`src/rtl/bus_pkg.sv`:
```
// Shared types for the bus master: transaction bundle, FSM states, parity.
package bus_pkg;

    localparam int DATA_BUS_WIDTH = 32;
    localparam int ADDR_BUS_WIDTH = 8;

    localparam logic READ  = 1'b0;
    localparam logic WRITE = 1'b1;

    typedef struct packed {
        logic                      rw;
        logic [ADDR_BUS_WIDTH-1:0] addr;
        logic [DATA_BUS_WIDTH-1:0] data;
    } txn_t;

    typedef enum logic [1:0] {
        IDLE,
        WAIT_ACK,
        RESP,
        DRAIN
    } state_t;

    function automatic logic compute_parity(
        input logic [DATA_BUS_WIDTH-1:0] d
    );
        return ^d;
    endfunction

endpackage

```
`src/rtl/bus_txn_fifo.sv`:
```
// Request queue for the bus master; DEPTH must be a power of two.
module bus_txn_fifo
    import bus_pkg::*;
#(
    parameter int DEPTH = 4
) (
    input  logic clock,
    input  logic reset,
    input  logic push,
    input  txn_t push_txn,
    input  logic pop,
    output txn_t head,
    output logic full,
    output logic empty
);

    localparam int AW = $clog2(DEPTH);

    txn_t          mem [DEPTH];
    logic [AW:0]   wptr;
    logic [AW:0]   rptr;
    logic          do_push;
    logic          do_pop;

    // Extra pointer bit distinguishes full from empty.
    assign full  = (wptr[AW] != rptr[AW]) &&
                   (wptr[AW-1:0] == rptr[AW-1:0]);
    assign empty = (wptr == rptr);

    assign do_push = push && !full;
    assign do_pop  = pop && !empty;
    assign head    = mem[rptr[AW-1:0]];

    always_ff @(posedge clock) begin
        if (reset) begin
            wptr <= '0;
            rptr <= '0;
        end else begin
            if (do_push) wptr <= wptr + 1'b1;
            if (do_pop)  rptr <= rptr + 1'b1;
        end
    end

    always_ff @(posedge clock) begin
        if (do_push) mem[wptr[AW-1:0]] <= push_txn;
    end

endmodule

```
`src/rtl/bus_master_ctrl.sv`:
```
// Queued single-outstanding bus master with parity and ack handshake.
// Define BUS_MASTER_ACK_TIMEOUT_EN to abort WAIT_ACK after ACK_TIMEOUT.
module bus_master_ctrl
    import bus_pkg::*;
#(
    parameter int FIFO_DEPTH  = 4,
    parameter int ACK_TIMEOUT = 16
) (
    input  logic                      clock,
    input  logic                      reset,
    input  logic                      req_valid,
    output logic                      req_ready,
    input  logic                      req_rw,
    input  logic [ADDR_BUS_WIDTH-1:0] req_addr,
    input  logic [DATA_BUS_WIDTH-1:0] req_data,
    output logic                      rsp_valid,
    input  logic                      rsp_ready,
    output logic [DATA_BUS_WIDTH-1:0] rsp_data,
    output logic                      rsp_perr,
    output logic                      rsp_timeout,
    output logic [ADDR_BUS_WIDTH-1:0] bus_address,
    output logic                      bus_rb,
    output logic                      bus_wb,
    output logic [DATA_BUS_WIDTH-1:0] bus_data_out,
    output logic                      bus_parity_out,
    output logic                      bus_data_oe,
    input  logic [DATA_BUS_WIDTH-1:0] bus_data_in,
    input  logic                      bus_parity_in,
    input  logic                      bus_ack
);

    if (FIFO_DEPTH < 2) begin : g_bad_depth
        $error("FIFO_DEPTH must be >= 2");
    end
    if (ACK_TIMEOUT < 1) begin : g_bad_timeout
        $error("ACK_TIMEOUT must be >= 1");
    end

    state_t state_q, state_n;
    txn_t   head;
    txn_t   req_txn;
    logic   full, empty, pop, rd_perr;

    logic [ADDR_BUS_WIDTH-1:0] addr_n;
    logic [DATA_BUS_WIDTH-1:0] dout_n, rdata_n;
    logic rb_n, wb_n, oe_n, par_n;
    logic rvalid_n, perr_n, to_n;

`ifdef BUS_MASTER_ACK_TIMEOUT_EN
    localparam int CW = $clog2(ACK_TIMEOUT + 1);
    logic [CW-1:0] cnt_q, cnt_n;
    logic          to_q;

    assign rsp_timeout = to_q;
`else
    assign rsp_timeout = 1'b0;
`endif

    assign req_ready = !full;
    assign req_txn   = '{rw: req_rw, addr: req_addr, data: req_data};
    assign rd_perr   = compute_parity(bus_data_in) != bus_parity_in;

    bus_txn_fifo #(.DEPTH(FIFO_DEPTH)) u_fifo (
        .clock    (clock),
        .reset    (reset),
        .push     (req_valid),
        .push_txn (req_txn),
        .pop      (pop),
        .head     (head),
        .full     (full),
        .empty    (empty)
    );

    always_comb begin
        state_n  = state_q;
        pop      = 1'b0;
        addr_n   = bus_address;
        rb_n     = bus_rb;
        wb_n     = bus_wb;
        oe_n     = bus_data_oe;
        dout_n   = bus_data_out;
        par_n    = bus_parity_out;
        rvalid_n = rsp_valid;
        rdata_n  = rsp_data;
        perr_n   = rsp_perr;
        to_n     = 1'b0;
`ifdef BUS_MASTER_ACK_TIMEOUT_EN
        to_n     = to_q;
        cnt_n    = cnt_q;
`endif
        unique case (state_q)
            IDLE: begin
                if (!empty) begin
                    pop    = 1'b1;
                    addr_n = head.addr;
                    rb_n   = (head.rw == READ);
                    wb_n   = (head.rw == WRITE);
                    oe_n   = (head.rw == WRITE);
                    if (head.rw == WRITE) begin
                        dout_n = head.data;
                        par_n  = compute_parity(head.data);
                    end
`ifdef BUS_MASTER_ACK_TIMEOUT_EN
                    cnt_n  = '0;
`endif
                    state_n = WAIT_ACK;
                end
            end
            WAIT_ACK: begin
                if (bus_ack) begin
                    rb_n     = 1'b0;
                    wb_n     = 1'b0;
                    oe_n     = 1'b0;
                    rvalid_n = 1'b1;
                    to_n     = 1'b0;
                    perr_n   = bus_rb && rd_perr;
                    rdata_n  = (bus_rb && !rd_perr) ?
                               bus_data_in : '0;
                    state_n  = RESP;
                end
`ifdef BUS_MASTER_ACK_TIMEOUT_EN
                else if (cnt_q == CW'(ACK_TIMEOUT - 1)) begin
                    rb_n     = 1'b0;
                    wb_n     = 1'b0;
                    oe_n     = 1'b0;
                    rvalid_n = 1'b1;
                    to_n     = 1'b1;
                    perr_n   = 1'b0;
                    rdata_n  = '0;
                    state_n  = RESP;
                end else begin
                    cnt_n = cnt_q + 1'b1;
                end
`endif
            end
            RESP: begin
                if (rsp_ready) begin
                    rvalid_n = 1'b0;
                    state_n  = bus_ack ? DRAIN : IDLE;
                end
            end
            // A lingering ack must fall before the next issue.
            DRAIN: begin
                if (!bus_ack) state_n = IDLE;
            end
            default: state_n = IDLE;
        endcase
    end

    always_ff @(posedge clock) begin
        if (reset) begin
            state_q        <= IDLE;
            bus_address    <= '0;
            bus_rb         <= 1'b0;
            bus_wb         <= 1'b0;
            bus_data_oe    <= 1'b0;
            bus_data_out   <= '0;
            bus_parity_out <= 1'b0;
            rsp_valid      <= 1'b0;
            rsp_data       <= '0;
            rsp_perr       <= 1'b0;
        end else begin
            state_q        <= state_n;
            bus_address    <= addr_n;
            bus_rb         <= rb_n;
            bus_wb         <= wb_n;
            bus_data_oe    <= oe_n;
            bus_data_out   <= dout_n;
            bus_parity_out <= par_n;
            rsp_valid      <= rvalid_n;
            rsp_data       <= rdata_n;
            rsp_perr       <= perr_n;
        end
    end

`ifdef BUS_MASTER_ACK_TIMEOUT_EN
    always_ff @(posedge clock) begin
        if (reset) begin
            cnt_q <= '0;
            to_q  <= 1'b0;
        end else begin
            cnt_q <= cnt_n;
            to_q  <= to_n;
        end
    end
`else
    logic unused_to;
    assign unused_to = to_n;
`endif

endmodule

```
`config.mk`:
```
export PLATFORM = sky130hd
export DESIGN_NAME = bus_master_ctrl
export DESIGN_NICKNAME = d
export VERILOG_FILES = /design/src/rtl/bus_pkg.sv /design/src/rtl/bus_txn_fifo.sv /design/src/rtl/bus_master_ctrl.sv
export SDC_FILE = /design/constraint.sdc
export NUM_CORES = 1
export LEC_CHECK = 0
export ABC_AREA = 1
export BUFFER_PORTS_ARGS = -buffer_cell sky130_fd_sc_hd__buf_4
export CORE_MARGIN = 2
export CORE_UTILIZATION = 39
export CTS_CLUSTER_SIZE = 24
export DETAILED_ROUTE_END_ITERATION = 7
export HOLD_SLACK_MARGIN = 0.05
export SLEW_MARGIN = 40
export SYNTH_ARGS = -nofsm -noshare
export SYNTH_HDL_FRONTEND = slang
export SYNTH_HIERARCHICAL = 1
export SYNTH_SLANG_ARGS = --single-unit
```
`constraint.sdc`:
```
create_clock -name clock -period 3.2 [get_ports clock]
set_clock_uncertainty 0.05 [all_clocks]
set_input_delay 0 -clock clock [delete_from_list [all_inputs] [get_ports clock]]
set_output_delay 0 -clock clock [all_outputs]
set_load 0.05 [all_outputs]
```
==> results.md, run 1 <==
* Largest net degree at the start of global routing at 83
* 1st-pass router iterations at 5
* Critical path, cell by cell: inv_2 > nor2_1 > inv_1 > nor2_1 > inv_2 > nor2_4 > buf_4 > nand3_2 > a21oi_2 > dlygate4sd3_1
* Critical-path top delay cell: dlygate4sd3_1
* FP Rows at 60
* Synth Register Bits at 251
* Horiz. Die Dim at 170 um
* Layout cells sized above 1 at 24.7%
* Status: complete, no violations
* Die area at about 0.029 sq mm
* Sequential area share after synthesis at 62.2%
* Fin crit share at 83.6%
* MaxCap Viol Count at 0
* Total global-route track usage at 17.8%
* CTS tree: yes
* Final setup viols at 0
* Clock root cell: clkbuf_16
* Synth Instances at ~1000
* Post-CTS Resized at 0
* RSZ-0062 raised after global routing: no
* Slew margin rel. at between 50 and 60%
* Top Layer Used: met4
* Pwr Total at 13.1 mW
* Clock-pin slew on the worst setup and hold paths at 0.06 ns
* Grt ovf at 0
* Synthesis Warnings at 6
* WL per Instance at ~16 um
* LEAKAGE at 5.64 nW
* Critical path class: flip-flop to flip-flop
* Final setup TNS at 0 ns
* Wire length on met1 at 11.7 mm
* WP buf/inv at 5
* Total Routed Length at 26.1 mm
* Core area at 0.0270 sq mm
* Detail Route Antenna Nets at 0
* Initial antenna violation count at 1
* Fin worst setup slack at 0.524 ns
* Height of the die at roughly 170 um
* Least-Margin Pin Slew at roughly 0.73 ns
* Final Hold Vio Count at 0
* Post-Syn Area at 0.0107 sq mm
* Peak Freq at 374 MHz
* WP data arrival at roughly 3.1 ns
* Yosys cell types at 33
* H-tree levels at 1
* Fill cell total of the finished layout at 2346
* Peak supply drop at 0.587 mV
* Vias/cell at 4.89
* Fin nets at ~1400
* Starting Density at around two fifths
* IO Pins at 159
* WP data required at 3.63 ns
* Largest fanout on the critical path at 37
* Crit-path leading delay family: buffers and inverters
* HPWL after DPL at about 16 mm
* Critical path's largest stage delay at 0.56 ns
* DRC viols at 0
* Vias in the first global route at between 7000 and 8000
* Post-route core utilization at a little over half
* Pre-CTS setup slack at 0.590 ns
* HP Class: input port to flip-flop
* Post-synth net total at 1116
* Detailed-route via count at 8123
* Routed length on met3 at 1.14 mm
* Critical Path End Type: flip-flop
* Syn-to-layout area delta at 33.3%
* Clock tree buffer depth at 3
* Min Clock Period, post-route at 2.68 ns
* 1st-iter DRT viols at 513
* Routed wl met2 at 12.7 mm
* Post-Syn Area per Cell at 10.4 sq um
* First-pass GRT wire length at 40.9 mm
* Routability Congestion at 0.733
* Port bufs at 157
* Clock latency on the worst-skew pair at between 0.5 and 0.6 ns
* Final Max Tran Viols at 0
* Cell Pwr Density at 914 mW/mm^2
* CTS Sinks at 251
* Nature of the critical path startpoint: flip-flop
* TritonCTS Buffers at 27
## metrics by stage
step / hold slack (ns) / instance area, sq um / cells
finish: 0.148 / 14300 / 1660
global route: 0.147 / 14300 / 1659
CTS: 0.135 / 14300 / 1658
detailed placement: 0.153 / 12200 / 1497
global placement: 0.154 / 12200 / 1497
floorplan: 0.0489 / 10700 / 1032
## per-layer routing
layer  up-vias  global-route usage, %
met3        37                   2.23
met4         0                   5.46
met5         -                      0
li1       4041                      -
met2       185                   31.4
met1      3860                   22.9
## sequential cells by signal (all words and copies together) (netlist names), named ones only
name / cells
bus_rb: 1
state_q: 2
bus_data_oe: 1
rsp_valid: 1
rsp_data: 32
u_fifo/rptr: 3
bus_parity_out: 1
bus_address: 8
rsp_perr: 1
bus_data_out: 32
u_fifo/mem: 164
u_fifo/wptr: 3
## cells in the mapped netlist, drive strengths merged
| cell | instances | share of area [%] |
|---|---|---|
| buf | 27 | 1.8 |
| conb | 1 | 0.035 |
| clkbuf | 24 | 0.85 |
| nand2 | 184 | 7.0 |
| o21ai | 125 | 5.8 |
| xnor2 | 29 | 2.4 |
| inv | 50 | 1.8 |
| nand3 | 44 | 3.8 |
| a31oi | 3 | 0.18 |
| edfxtp | 164 | 46 |
| clkinv | 3 | 0.12 |
| ha | 5 | 0.58 |
| xor2 | 14 | 1.1 |
| a21oi | 43 | 3.1 |
| nand3b | 3 | 0.24 |
| a211oi | 1 | 0.070 |
| dfxtp | 87 | 16 |
| o22ai | 41 | 2.4 |
| nor2 | 184 | 6.6 |
## logic make-up (layout without fill, tap and decap cells)
logic type / Yosys count / after routing / synth area share (%)
compound gates: 213 / 213 / 11.5
buf+inv: 104 / 389 / 4.54
simple gates: 415 / 415 / 17.6
xor+xnor: 43 / 43 / 3.51
fa+ha+maj: 5 / 5 / 0.583
flops: 251 / 251 / 62.2
other cells: 1 / 3 / 0.0350
## final timing paths
| kind | from | endpoint | slack, ns | depth (start not counted) |
|---|---|---|---|---|
| setup / recovery | state_q[0]$_SDFFE_PP0P_ | rsp_data[25]$_SDFFE_PP0P_ | 0.52 | 10 |
| setup reg to reg | state_q[0]$_SDFFE_PP0P_ | rsp_data[25]$_SDFFE_PP0P_ | 0.52 | 10 |
| hold reg to reg | rsp_perr$_SDFFE_PP0P_ | rsp_perr$_SDFFE_PP0P_ | 0.42 | 2 |
| hold / removal | req_data[24] | u_fifo/mem[1][24]$_DFFE_PP_ | 0.15 | 2 |
## timing repair
action                                  in CTS  in global routing
endpoints found under the setup margin       0                  0
endpoints found under the hold margin      205                  0
setup buffers                                0                  0
hold buffers                               111                  0
## cell usage in the layout, fill, tap and decap left out, types with 9 or more instances in the layout
cell type and n:
o21ai_1 12, nand3_1 9, edfxtp_1 164, nand3_2 33, nor2_1 178, o22ai_1 41, nand2_2 15, a21oi_1 13
inv_1 39, nand2_1 166, xor2_1 14, dfxtp_1 86, a21oi_2 30, inv_2 11, xnor2_1 29, o21ai_0 113
dlygate4sd3_1 111, buf_4 173, clkinv_2 10, clkbuf_16 27
## cell type report
class | instances | area, sq um | share of cell area, %
clock inverters | 15 | 193 | 1.35
well taps | 341 | 427 | 2.99
repair buffers | 286 | 2450 | 17.1
diodes | 2 | 5.00 | 0.0350
inverters | 53 | 201 | 1.41
clock buffers | 35 | 756 | 5.29
multi-input cells | 677 | 3590 | 25.1
flip-flops and latches | 251 | 6670 | 46.7
## where the power goes
part	internal (mW)	switching [mW]	leakage, nW
Clock	1.99	1.27	0.476
Sequential	3.87	0.213	2.22
Combinational	1.94	3.78	2.95
(Power assumes the default switching activity.)
==> run 2: changes to the inputs <==
clock period = 2.7 ns   (was 3.2 ns; I/O delays follow)
==> results.md, run 2 (synthesis gave the netlist of run 1 again) <==
* Status: complete, no violations
* Clock latency on the worst-skew pair at 0.54 ns (about the same)
* DP Area at 0.0123 sq mm (+0.99%)
* LEAKAGE at 5.67 nW (+0.56%)
* Horiz. Die Dim at 170 um (unchanged)
* Dpl cells at 1500 (+0.20%)
* WP data required at 3.07 ns (-0.56 ns)
* Fin cells at 1661 (+0.060%)
* TritonCTS Buffers at 28 (+3.7%)
* Detail Route Antenna Nets at 0 (unchanged)
* Final Hold Vio Count at 0 (unchanged)
* Vias in the first global route at 8029 (+1.9%)
* Cell area after layout at 0.0144 sq mm (+0.78%)
* Detailed-route via count at 8159 (+0.44%)
* Die area at 0.0288 sq mm (unchanged)
* H-tree levels at 1 (unchanged)
* WP data arrival at 2.80 ns (-0.31 ns)
* MaxCap Viol Count at 0 (unchanged)
* Most frequent cells in the layout: nor2_1, buf_4, nand2_1
* Port bufs at 157 (unchanged)
* Syn-to-layout area delta at 34.3%
* Total global-route track usage at 17.9% (+0.12 points)
* Clock root cell: clkbuf_16
* Peak supply drop at 0.780 mV (+33%)
* Area of the multi-input gates at 0.00359 sq mm (unchanged)
* Pwr Total at 15.6 mW (+20%)
* Core area at 0.0270 sq mm (unchanged)
* Switching Share at 39.9% (-0.33 points)
* Grt ovf at 0 (unchanged)
* Logic pwr share at 44.0% (+0.3 points)
* Final setup viols at 0 (unchanged)
* Largest register FFs at 164 (unchanged)
* Critical path class: flip-flop to flip-flop
* Sequential Area at 0.00667 sq mm (unchanged)
* Final Max Tran Viols at 0 (unchanged)
* Fin crit share at 89.9% (+6.3 points)
* Clock tree buffer depth at 3 (unchanged)
* CTS tree: yes
* RSZ-0062 raised after global routing: no
* Post-CTS Resized at 0 (unchanged)
* CTS Sinks at 251 (unchanged)
* HPWL after DPL at 15.8 mm (-1.1%)
* Clock power share at 24.9% (about the same)
* 1st-pass router iterations at 5 (unchanged)
* Fin nets at 1382 (+0.14%)
* Post-route core utilization at 53.4% (+0.41 points)
* FP Rows at 60 (unchanged)
* Layout cells sized above 1 at 24.8% (+0.095 points)
* Vias/cell at 4.91 (+0.38%)
* IO Pins at 159 (unchanged)
* Slew margin rel. at 58.0% (+7.1 points)
* P_int at 9.39 mW (+20%)
* Cell Pwr Density at 1090 mW/mm^2 (+19%)
* Routability Congestion at 0.774 (+5.6%)
* 1st-iter DRT viols at 454 (-12%)
* Least-Margin Pin Slew at 0.630 ns (-0.105 ns)
* Starting Density at 39.8% (unchanged)
* Fill cell total of the finished layout at 2332 (-0.60%)
* Initial antenna violation count at 0 (-1)
* DRC viols at 0 (unchanged)
* Nature of the critical path startpoint: flip-flop
* Largest net degree at the start of global routing at 61 (-27%)
* Commonest non-fill, non-tap cell in the layout: nor2_1
* Height of the die at 170 um (unchanged)
* HP Class: input port to flip-flop
* Min Clock Period, post-route at 2.43 ns (-0.248 ns)
* Total Routed Length at 26.2 mm (+0.29%)
* Number of diodes at 0 (-2)
* Peak Freq at 412 MHz (+10%)
* Largest fanout on the critical path at 28 (-24%)
* Sequential power share at 31.1% (-0.2 points)
* Clock-pin slew on the worst setup and hold paths at 0.06 ns (about the same)
* Critical Path End Type: flip-flop
* First-pass GRT wire length at 41.3 mm (+1.0%)
* Switching pwr at 6.24 mW (+19%)
* WHS at 0.153 ns (+0.00534 ns)
* WL per Instance at 15.7 um (+0.23%)
-- run 2: final cells by class --
| cell class | instances | area share (%) |
|---|---|---|
| flip-flops and latches | 251 | 46.3 |
| multi-input cells | 677 | 24.9 |
| repair buffers | 287 | 17.7 |
| clock buffers | 35 | 5.33 |
| well taps | 341 | 2.96 |
| inverters | 53 | 1.39 |
| clock inverters | 17 | 1.36 |
-- run 2: metrics by stage --
step | TNS (ns) | worst slack [ns]
after floorplan | -40.83 | -0.332
after detailed placement | 0 | 0.302
after global placement | 0 | 0.326
after CTS | 0 | 0.288
after global routing | 0 | 0.0181
final | 0 | 0.272
-- run 2: per-layer routing --
metal	global-route usage, %	part of all wire, %
met3	2.77	5.6
met4	4.79	1.9
met1	23.2	44
met5	0	0
met2	31.4	49
-- run 2: worst max-delay path, cell delays in order (launching register included) --
cell and delay [ns]:
dfxtp_2 0.34, inv_2 0.23, buf_4 0.36, nor2_1 0.07
o22ai_1 0.24, xor2_1 0.21, xnor2_1 0.10, xnor2_1 0.23
inv_1 0.06, nand2_1 0.05, nand2_1 0.08, nand2_1 0.07
nand2_1 0.05, nor2_1 0.11, nor2_1 0.05
-- run 2: worst paths after layout --
path	slack, ns	to	depth (start not counted)	from
setup / recovery	0.27	bus_parity_out$_SDFFE_PP0P_	14	flip-flop
setup reg to reg	0.27	bus_parity_out$_SDFFE_PP0P_	14	flip-flop
hold reg to reg	0.42	rsp_perr$_SDFFE_PP0P_	2	rsp_perr$_SDFFE_PP0P_
hold / removal	0.15	u_fifo/mem[0][24]$_DFFE_PP_	2	req_data[24]
-- run 2: power groups by stage --
| stage | sequential [mW] | combinational (mW) | clock (mW) |
|---|---|---|---|
| 2_1_floorplan | 5.97 | 3.98 | 0 |
| 3_3_place_gp | 4.93 | 6.73 | 0 |
| 3_5_place_dp | 4.94 | 6.78 | 0 |
| 4_1_cts | 4.86 | 6.91 | 3.99 |
| 5_1_grt | 4.91 | 7.62 | 4.15 |
| 6_report | 4.86 | 6.87 | 3.89 |
-- run 2: what timing repair did --
action / in CTS / in global routing
hold buffers: 109 / 0
buffers inserted: 0 / 0
endpoints found under the hold margin: 227 / 0
